<file path="config.mk">
export PLATFORM = sky130hd
export DESIGN_NAME = instr_fetch_unit
export DESIGN_NICKNAME = d
export VERILOG_FILES = /design/src/rtl/instr_fetch_unit.sv
export SDC_FILE = /design/constraint.sdc
export NUM_CORES = 1
export LEC_CHECK = 0
export ABC_AREA = 1
export ABC_CLOCK_PERIOD_IN_PS = 2100
export BUFFER_PORTS_ARGS = -buffer_cell sky130_fd_sc_hd__buf_2
export CAP_MARGIN = 20
export CORE_AREA = 2 2 149 107
export DETAILED_ROUTE_END_ITERATION = 10
export DIE_AREA = 0 0 151 109
export MAX_ROUTING_LAYER = met4
export PLACE_DENSITY = 0.79
export SYNTH_ARGS = -nofsm -noshare
export SYNTH_HDL_FRONTEND = slang
export SYNTH_SLANG_ARGS = --single-unit
</file>
<file path="constraint.sdc">
create_clock -name clk -period 2.1 [get_ports clk]
set_input_delay 0.42 -clock clk [delete_from_list [all_inputs] [get_ports clk]]
set_output_delay 0.42 -clock clk [all_outputs]
set_load 0.01 [all_outputs]
</file>
<file path="src/rtl/instr_fetch_unit.sv">
// Instruction-fetch stage: owns the PC, fetches words over imem req/ack and
// hands each instruction to decode over valid/ready, honouring redirects.
module instr_fetch_unit #(
    parameter logic [31:0] RESET_PC = 32'h0000_0000
) (
    input  logic        clk,
    input  logic        rst_n,
    output logic        imem_req,
    output logic [31:0] imem_addr,
    input  logic        imem_ack,
    input  logic [31:0] imem_rdata,
    output logic        instr_valid,
    input  logic        instr_ready,
    output logic [31:0] instr,
    output logic [31:0] instr_pc,
    output logic [31:0] pc_plus4,
    input  logic        redirect_valid,
    input  logic [31:0] redirect_pc
);

    typedef enum logic [1:0] {
        FETCH,
        HOLD,
        DRAIN
    } state_t;

    state_t      state, state_nxt;
    logic [31:0] pc, pc_nxt;
    logic [31:0] pend, pend_nxt;
    logic [31:0] instr_nxt, instr_pc_nxt, pc_plus4_nxt;
    logic        valid_nxt;
    logic [31:0] target;
    logic [31:0] pc_inc;

    assign target = redirect_pc & ~32'h0000_0003;
    assign pc_inc = pc + 32'd4;

    // Gated by rst_n so an in-flight request is dropped the instant reset asserts.
    assign imem_req  = rst_n & (state != HOLD);
    assign imem_addr = pc;

    always_comb begin
        state_nxt    = state;
        pc_nxt       = pc;
        pend_nxt     = pend;
        instr_nxt    = instr;
        instr_pc_nxt = instr_pc;
        pc_plus4_nxt = pc_plus4;
        valid_nxt    = instr_valid;
        case (state)
            FETCH: begin
                if (redirect_valid) begin
                    if (imem_ack) begin
                        pc_nxt = target;
                    end else begin
                        // Request already issued: must drain it before retargeting.
                        pend_nxt  = target;
                        state_nxt = DRAIN;
                    end
                end else if (imem_ack) begin
                    instr_nxt    = imem_rdata;
                    instr_pc_nxt = pc;
                    pc_plus4_nxt = pc_inc;
                    pc_nxt       = pc_inc;
                    valid_nxt    = 1'b1;
                    state_nxt    = HOLD;
                end
            end
            HOLD: begin
                if (redirect_valid) begin
                    valid_nxt = 1'b0;
                    pc_nxt    = target;
                    state_nxt = FETCH;
                end else if (instr_ready) begin
                    valid_nxt = 1'b0;
                    state_nxt = FETCH;
                end
            end
            DRAIN: begin
                if (imem_ack) begin
                    pc_nxt    = redirect_valid ? target : pend;
                    state_nxt = FETCH;
                end else if (redirect_valid) begin
                    pend_nxt = target;
                end
            end
            default: state_nxt = FETCH;
        endcase
    end

    always_ff @(posedge clk or negedge rst_n) begin
        if (!rst_n) begin
            state       <= FETCH;
            pc          <= RESET_PC;
            pend        <= '0;
            instr       <= '0;
            instr_pc    <= '0;
            pc_plus4    <= '0;
            instr_valid <= 1'b0;
        end else begin
            state       <= state_nxt;
            pc          <= pc_nxt;
            pend        <= pend_nxt;
            instr       <= instr_nxt;
            instr_pc    <= instr_pc_nxt;
            pc_plus4    <= pc_plus4_nxt;
            instr_valid <= valid_nxt;
        end
    end

endmodule

</file>
; ---- After elaboration in Yosys (flattened, before gate mapping)
; Index checks and enable logic that the tools add are counted.
[word_totals]
regBits = 163
in_bits = 69
out_inout_bits = 130
word_cells = 55
[op_classes]
addsub = 1
n_eq_ne = 13
muxes = 23
bitwise = 2
reduce_logical = 9
[ops]
columns = cell, count
row1 = 32-bit 2-to-1 mux, 9
row2 = 32-bit one-hot mux with 3 select lines, 1
row3 = 32-bit one-hot mux with 2 select lines, 1
row4 = "32-bit by 3-bit adder with 32-bit output, second input constant", 1
row5 = 4-bit AND reduction, 4
row6 = "2-bit != test, second input constant", 7
row7 = 2-bit 2-to-1 mux, 6
row8 = "3-bit != test, second input constant", 3
row9 = 2-bit one-hot mux with 3 select lines, 1
row10 = 1-bit 2-to-1 mux, 4
row11 = 2-bit nonzero test, 2
row12 = 3-bit AND reduction, 1
row13 = 3-bit nonzero test, 1
row14 = "2-bit by 1-bit equality test with 1-bit output, second input constant", 1
row15 = "2-bit equality test, second input constant", 1
row16 = 2-bit logical NOT, 1
row17 = "2-bit by 1-bit != test with 1-bit output, second input constant", 1
row18 = 1-bit one-hot mux with 2 select lines, 1
row19 = 1-bit AND, 1
row20 = 1-bit inverter, 1

; ---- Depth between registers and ports, before layout
[depth]
depth_word = 4
depth_mapped = 12
ltp_nobuf = 12

; ---- Least setup slack after synthesis
; Ideal clock, no wire load.
[synth_path]
path_kind = register to register
start = register state[0]
end = register pc[2], in the netlist imem_addr[2]
setup_ps = 131
arrival_ps = 1542
t_required_ps = 1969
slack_ps = 427
path_stages_with_launch = 11
n_path_buf = 2
period_less_slack_ps = 1673
cell_sequence = dfrtp_1 > inv_1 > ha_1 > nand2_1 > nand2_2 > a21oi_2 > inv_1 > nor2_2 > buf_2 > buf_2 > o21ai_0
[synth_via]
elab_chain_cells = 3
word_cells_on_any_way = 9
cone_classes = eq/ne: 5 / mux: 1 / reduce/logical: 3
[synth_rtl]
columns = element, line_no
row1 = start: declaration, 27  ; state_t state, state_nxt;
row2 = start signal: assignment, 101  ; state <= state_nxt;
row3 = "2-bit by 1-bit equality test with 1-bit output, or another cell as far along", 50  ; case (state)
row4 = 2-bit != test (no line) or 3-bit nonzero test (tied branches), -
row5 = 4-bit AND reduction (no line), -
row6 = end signal: assignment, 102  ; pc <= pc_nxt;
row7 = end: declaration, 28  ; logic [31:0] pc, pc_nxt;
; Several ways; a longest one is shown, not always the timed one.
; A chain may end at the register's enable or synchronous reset.

; ---- Worst setup path in the final report
[layout_path]
start = register state[1]
end = register pc[22], in the netlist imem_addr[22]
; Same word-level chain as after synthesis.

==> run_results.csv <==
group,metric,value,unit
status,status,"complete, no violations",
floorplan,start_util,0.527,
timing,rsz0062_at_grt,"no",
yosys,synthSimpleGateAreaFrac,0.295,
worst_setup_path,crit_fanout,22,
yosys,synth_adder_area_share,0.00786,
layout,area_delta_synth_final,23.0,%
grt,antenna_found_initial,4,
yosys,synth_top_family_by_area,"simple AND/OR/NAND/NOR gates",
worst_setup_path,cp.arrival,2.31,ns
job,maxCapViolations,0,
hold_path,hold_path_class,"in -> async",
pwr,p_leak,5.30,nW
cts,clock_path_buffers,2,
layout,final_common_cell,"nand2_1",
timing,finClkSkew,0.00868,ns
yosys,syn-instance-count,1008,
floorplan,die_h,109,um
yosys,netlist_area,7960,um^2
drt,postRouteAntennaNets,0,
layout,final_area,9790,um^2
yosys,synth_fp_nets,1082,
timing,slew_viol_final,0,
cts,cts_root_buf,"clkbuf_16",
pwr,powerDensity,1590,nW/um^2
layout,fin_cells,1411,
timing,fin_setup_tns,0,ns
yosys,muxShareOfSynthArea,0.0127,
cts,numCtsBuffers,17,
floorplan,placeableCoreArea,15100,um^2
floorplan,rows,38,
worst_setup_path,required,2.47,ns
floorplan,io_pins,199,
timing,slew_headroom,0.682,
worst_setup_path,criticalPathCategory,"reg -> reg",
cts,hold_buffers,0,
pwr,vdd_drop_max,884,uV
drt,via_per_inst,5.23,
cts,clk_pin_slew_worst_paths,0.07,ns
drt,wl,22700,um
layout,final_cell_mix,"nand2_1, buf_2, dfrtp_1, inv_1",
place,portBuffers,196,
cts,htreeDepth,4,
worst_setup_path,start_kind,"flip-flop",
grt,grt_pass1_wl,35300,um
grt,grt_start_max_net_pins,83,
cts,clock_latency,0.43,ns
timing,finalHoldViolCount,0,
yosys,synth_seq_cells,161,
drt,post_drt_wl_per_cell,16.1,um
drt,drc,0,
grt,grt_pass1_vias,6705,
cts,cts.sink_count,161,
place,dpl_cell_area,9180,um^2
floorplan,die_w,151,um
cts,cts_tree,"yes",
layout,num-nets-final,1268,
yosys,synth_flop_cell,"dfrtp_1",
layout,drive_gt1_frac,0.241,
timing,period_share,0.920,
grt,gr-total-overflow,0,
place,dp.cells,1374,
yosys,synth_xor_area_frac,0.0203,
pwr,power,15.6,mW
yosys,yosysWarnings,0,
yosys,synth_edf_count,0,
grt,track_usage,0.290,
yosys,ys_types,35,
worst_setup_path,cp-end-kind,"flip-flop",
timing,post-route-min-period,1.93,ns
drt,firstDrtPassIters,5,
timing,setup_violations,0,
yosys,avgSynthCellArea,7.90,um^2
place,globalplace.congestion,0.947,
yosys,async_reset_ff_frac,1.00,
floorplan,die-area,16500,um^2
place,hpwl,16100,um
drt,num_vias,7382,
timing,worst_slew_pin_slew,0.477,ns
yosys,ys_seq_area_frac,0.506,
yosys,synth_compound_area_frac,0.0955,
timing,fmax,517,MHz
drt,drt_iter0_drc,695,
## what timing repair did
action,in CTS,in global routing
setup endpoints to repair,0,36
gates resized for setup,0,1
setup buffers,0,1
## cell type report
cell class	instances	area, um^2
multi-input combinational	735	3440
clock inverter	12	135
sequential	161	4030
fill	1334	5330
timing repair buffer	222	1260
antenna	4	10.0
inverter	57	216
tap	200	250
clock buffer	20	457
## path summary, 6_finish.rpt
path	to	slack, ns	cells past startpoint	start
max reg2reg	imem_addr[22]$_DFFE_PN0P_	0.17	12	state[1]$_DFFE_PN0P_
min reg2reg	instr_pc[16]$_DFFE_PN0P_	0.47	2	instr_pc[16]$_DFFE_PN0P_
max in group asynchronous	instr[20]$_DFFE_PN0P_	1.70	2	rst_n
max	imem_addr[22]$_DFFE_PN0P_	0.17	12	state[1]$_DFFE_PN0P_
min	imem_addr[14]$_DFFE_PN0P_	0.01	2	rst_n
min in group clk	instr[29]$_DFFE_PN0P_	0.18	3	imem_rdata[29]
## cell families after synthesis
group | Yosys count
multiplexers | 9
buffers and inverters | 112
AND/OR/NAND/NOR | 575
adder cells (fa/ha/maj) | 5
AO/OA/AOI/OAI | 131
flip-flops | 161
XOR/XNOR | 15
## flip-flops by register name, indices dropped and copies added, names as in the netlist
signal / flops
imem_addr: 32
instr: 32
instr_pc: 32
instr_valid: 1
pc_plus4: 30
pend: 32
state: 2
## power breakdown
| part | switching, mW | internal, mW |
|---|---|---|
| combinational | 4.30 | 2.59 |
| sequential | 1.09 | 4.51 |
| clock | 1.29 | 1.81 |
## synthesized netlist by cell type, types with 7 or more instances
cell	count	area [um^2]
nor2_4	7	78.8
mux2_2	9	101
a221oi_1	9	78.8
a21oi_1	45	225
nand2_1	466	1750
buf_1	7	26.3
nor2_1	46	173
o21ai_0	44	220
clkbuf_1	17	63.8
nand3_1	38	190
o211ai_1	11	82.6
inv_1	53	199
a22oi_1	12	90.1
xor2_1	11	96.3
dfrtp_1	161	4030
buf_2	21	105
## per-layer routing
| metal | vias up | share of wire | track usage |
|---|---|---|---|
| li1 | 3577 | - | - |
| met1 | 3438 | 0.45 | 0.405 |
| met2 | 329 | 0.44 | 0.421 |
| met3 | 38 | 0.096 | 0.0820 |
| met4 | 0 | 0.015 | 0.0701 |
| met5 | - | 0 | - |
## through the flow
| step | utilization | setup WS [ns] | hold WS, ns |
|---|---|---|---|
| 5_1_grt | 0.648 | 0.00896 | 0.0611 |
| 3_3_place_gp | 0.607 | 0.177 | 0.450 |
| 6_report | 0.648 | 0.167 | 0.0137 |
| 4_1_cts | 0.647 | 0.116 | 0.0462 |
| 3_5_place_dp | 0.607 | 0.148 | 0.453 |
| 2_1_floorplan | - | 0.427 | 0.124 |
## critical path: stages, from the launching register on
cell and delay, ns:
dfrtp_1 0.42, inv_1 0.09, ha_1 0.23, nand2_1 0.11
nand2_2 0.13, a21oi_2 0.15, inv_1 0.06, nor2_2 0.12
inv_2 0.06, buf_4 0.21, nor2_1 0.14, nand2_1 0.08
nand2_1 0.07
(Power assumes the default switching activity.)
